### config.mk
export PLATFORM = sky130hd
export DESIGN_NAME = systolic_skew_feeder
export DESIGN_NICKNAME = d
export VERILOG_FILES = /design/src/rtl/systolic_skew_feeder.sv
export SDC_FILE = /design/constraint.sdc
export NUM_CORES = 1
export LEC_CHECK = 0
export ABC_AREA = 1
export BUFFER_PORTS_ARGS = -buffer_cell sky130_fd_sc_hd__buf_2
export CORE_UTILIZATION = 35
export CTS_CLUSTER_SIZE = 40
export DETAILED_ROUTE_END_ITERATION = 10
export GPL_TIMING_DRIVEN = 0
export PLACE_DENSITY = 0.58
export SYNTH_ARGS = -nofsm -noshare
export SYNTH_HDL_FRONTEND = slang
export SYNTH_SLANG_ARGS = --single-unit
### constraint.sdc
create_clock -name clk -period 4.85 [get_ports clk]
set_clock_uncertainty 0.1 [all_clocks]
set_input_delay 0.7275 -clock clk [delete_from_list [all_inputs] [get_ports clk]]
set_output_delay 0.7275 -clock clk [all_outputs]
set_load 0.05 [all_outputs]
### src/rtl/systolic_skew_feeder.sv
// West-edge feeder for the systolic array: accepts row-vector beats over
// valid/ready, delays lane i by i extra cycles (diagonal skew) with a matching
// acc_en, frames a tile of up to MAX_K beats, flushes, then pulses tile_done_o.
module systolic_skew_feeder #(
  parameter int N_LANES     = 4,
  parameter int INPUT_WIDTH = 9,
  parameter int MAX_K       = 256
) (
  input  logic                           clk,
  input  logic                           rstn,
  input  logic                           in_valid,
  output logic                           in_ready,
  input  logic [N_LANES*INPUT_WIDTH-1:0] in_data,
  input  logic                           in_last,
  output logic [N_LANES*INPUT_WIDTH-1:0] lane_data_o,
  output logic [N_LANES-1:0]             lane_acc_en_o,
  output logic [$clog2(MAX_K+1)-1:0]     k_cnt_o,
  output logic                           busy_o,
  output logic                           tile_done_o
);

  localparam int KW = $clog2(MAX_K + 1);
  localparam int FW = (N_LANES > 1) ? $clog2(N_LANES) : 1;

  typedef enum logic [1:0] {
    S_IDLE,
    S_STREAM,
    S_FLUSH,
    S_DONE
  } state_t;

  state_t          state;
  logic [FW-1:0]   flush_cnt;
  logic [KW-1:0]   k_cnt;
  logic            tile_done;
  logic            accept;
  logic            beat_last;

  assign in_ready    = (state == S_IDLE) || (state == S_STREAM);
  assign accept      = in_valid && in_ready;
  assign busy_o      = (state != S_IDLE);
  assign k_cnt_o     = k_cnt;
  assign tile_done_o = tile_done;

  // Decide whether the beat offered now closes the tile (explicit or MAX_K limit)
  always_comb begin
    beat_last = in_last;
    if (state == S_IDLE) begin
      if (MAX_K == 1) beat_last = 1'b1;
    end else if (k_cnt == KW'(MAX_K - 1)) begin
      beat_last = 1'b1;
    end
  end

  // Tile framing FSM: stream beats, flush the skew pipe, pulse done
  always_ff @(posedge clk) begin
    if (!rstn) begin
      state     <= S_IDLE;
      flush_cnt <= '0;
      k_cnt     <= '0;
      tile_done <= 1'b0;
    end else begin
      tile_done <= 1'b0;
      case (state)
        S_IDLE: begin
          if (accept) begin
            k_cnt     <= KW'(1);
            flush_cnt <= FW'(N_LANES - 1);
            state     <= beat_last ? S_FLUSH : S_STREAM;
          end
        end
        S_STREAM: begin
          if (accept) begin
            k_cnt <= k_cnt + KW'(1);
            if (beat_last) begin
              flush_cnt <= FW'(N_LANES - 1);
              state     <= S_FLUSH;
            end
          end
        end
        S_FLUSH: begin
          if (flush_cnt != '0) begin
            flush_cnt <= flush_cnt - FW'(1);
          end else begin
            state     <= S_DONE;
            tile_done <= 1'b1;
          end
        end
        S_DONE: begin
          state <= S_IDLE;
        end
        default: state <= S_IDLE;
      endcase
    end
  end

  // Per-lane skew chains: lane i is (i+1) registers deep, last stage drives the array
  for (genvar i = 0; i < N_LANES; i++) begin : g_lane
    logic [INPUT_WIDTH-1:0] sd [0:i];
    logic                   sv [0:i];

    // Shift accepted beat (or a zero bubble) down this lane's chain
    always_ff @(posedge clk) begin
      if (!rstn) begin
        for (int unsigned j = 0; j < i + 1; j++) begin
          sd[j] <= '0;
          sv[j] <= 1'b0;
        end
      end else begin
        sd[0] <= accept ? in_data[i*INPUT_WIDTH +: INPUT_WIDTH] : '0;
        sv[0] <= accept;
        for (int unsigned j = 1; j < i + 1; j++) begin
          sd[j] <= sd[j-1];
          sv[j] <= sv[j-1];
        end
      end
    end

    assign lane_data_o[i*INPUT_WIDTH +: INPUT_WIDTH] = sd[i];
    assign lane_acc_en_o[i]                          = sv[i];
  end

endmodule

==> out/metrics.cfg <==
[sta]
fmax_mhz=416
drv_slew=0
fin_crit_ps=2410
setup_tns_ps=0
relSlewSlack_pct=67.2
fin_ws_ps=2440
rsz0062_at_grt=no
hold_viol=0
worstMarginPinSlew_ps=493
finalCritPeriodShare_pct=49.6
finalSetupViolations=0

[routing]
routed_wl_um=6080
wl_per_cell_um=8.87
dr.pass1.iters=4
ant_nets=0
wl_met1_um=2800
wl_met2_um=2800
route.top_layer_used=met4
drc=0
met3WireLength_um=371
drt_iter0_drc=62
via_per_inst=3.86
num_vias=2645

[clock_network]
clk_pin_slew_ps=110
clock-sinks=112
cts_made_buffers=9
cts_root_buf=clkbuf_8
hold_buffers=0
clockBufferDepth=2
cts_tree=done
htreeDepth=3
cts_setup_buffers=0
cts_resized=0
clock_latency_ps=370

[critical_path]
worstPathArrival_ps=1580
required_ps=4020
path_max_fanout=6
reg2reg_from=k_cnt_o[1]
crit_start=state[1]
critPathCaptureType=output pin
crit_path_start_kind=flop
worstSetupPathType=flop to output pin

[synth]
synth-edff-count=0
synth-xor-area-share_pct=0.226
yosysWarnings=0
seq_area_frac_synth_pct=57.9
synth_compound_area_share_pct=2.04
synth-adder-area-share_pct=2.26
avgSynthCellArea_um2=8.82
synthMuxAreaShare_pct=0
synth_top_family_by_area=simple AND/OR/NAND/NOR gates
syn_nets=486
synth-async-reset-ratio_pct=0
synth-main-ff-cell=dfxtp_1
ys_seq_elements=112
netlist_instances=439
yosysUniqueCellTypes=27
yosys.area_share.simple_pct=20.1
syn_area_um2=3870

[finish]
drive_above_1_share_pct=31.1
area_delta_synth_final_pct=21.0
layout_commonest_cell=inv_1
layout_common_cells=inv_1 (114), dfxtp_1 (112), buf_2 (92)
finish.utilization_pct=43.4
stdcell_area_um2=4680
n_antenna_cell=0
nNetsFinal=588

[grt]
grt_max_degree=21
grt_pass1_vias=2367
grt_pass1_wl_um=10100
grt.total_usage_pct=11.5
grt-ovfl-total=0
grt_antenna_before_repair=0

[floorplan]
ios=92
core-area_um2=10800
die_w_um=107
rows=38
start_util_pct=35.9
die_area_um2=11500
dieHeight_um=107

[placement]
place_area_um2=4500
portBuffers=91
place_ws_ps=2820
hpwl_um=4480
place_congestion=0.804

[power_and_ir_drop]
power_density_nw_per_um2=439
power_leakage_nw=2.74
peakVddDrop_v=0.000179

[run_status]
status=completed

[min_path]
hold_path.startpoint=g_lane[2].sd[0][16]
hold_path_class=flop to flop

[flow_run]
drv_cap=0

==> routing by layer <==
layer  GRT usage, %  vias up
met3           3.10        7
met5              0        -
met2           18.8       70
li1               -     1422
met1           13.6     1146
met4           6.46        0
==> area by class of cell <==
type | count | area (µm²)
sequential | 112 | 2240
multi-input combinational | 180 | 953
fill | 1094 | 6110
buffer | 31 | 236
clock buffer | 9 | 124
inverter | 116 | 438
clock inverter | 7 | 60.1
tap | 140 | 175
timing repair buffer | 91 | 455
==> cells by family (layout without fill, tap and decap cells) <==
kind of cell | Yosys count | count (layout)
AOI/OAI and AO/OA | 14 | 14
xor gates and xnor gates | 1 | 1
adders and majority gates | 7 | 7
buffers and inverters | 147 | 254
DFF | 112 | 112
and+or+nand+nor | 158 | 158
==> report_power, final <==
group          total [mW]  switching (mW)  internal, mW
clock network       0.517           0.321         0.197
logic               0.516           0.359         0.158
registers            1.02          0.0240          1.00
==> per-stage QoR <==
step                std cells  power (mW)  hold WS [ps]
floorplan                 439        1.46           290
global placement          670        1.55           291
CTS                       686        2.10           319
finish                    686        2.06           313
detailed placement        670        1.57           295
global route              686        2.18           333
==> worst max-delay path, stage by stage (launching register included) <==
cell     delay [ps]
dfxtp_1         330
inv_1           120
ha_1            320
inv_2           100
nand2_4          80
buf_2           260
==> cells in the mapped netlist, types with 4 or more instances <==
cell type / instances / area (µm²)
nor2_2: 20 / 125
a21oi_1: 7 / 35.0
ha_1: 7 / 87.6
buf_1: 4 / 15.0
nor2_4: 11 / 124
o21ai_0: 4 / 20.0
inv_1: 114 / 428
nand2_1: 88 / 330
nor2_1: 23 / 86.3
nand3_1: 7 / 35.0
buf_4: 21 / 158
dfxtp_1: 112 / 2240
==> state kept, by name, summed over array words and instances (netlist names) <==
signal       count
g_lane.sd       90
tile_done_o      1
k_cnt_o          9
flush_cnt        2
g_lane.sv        8
state            2
==> path summary, 6_finish.rpt <==
kind                         endpoint  slack, ps  depth (start not counted)
hold / removal    g_lane[2].sd[0][25]        310                          2
setup / recovery             in_ready       2440                          5
hold reg to reg   g_lane[2].sd[0][25]        310                          2
setup reg to reg             state[0]       2780                         10
(Power assumes the default switching activity.)
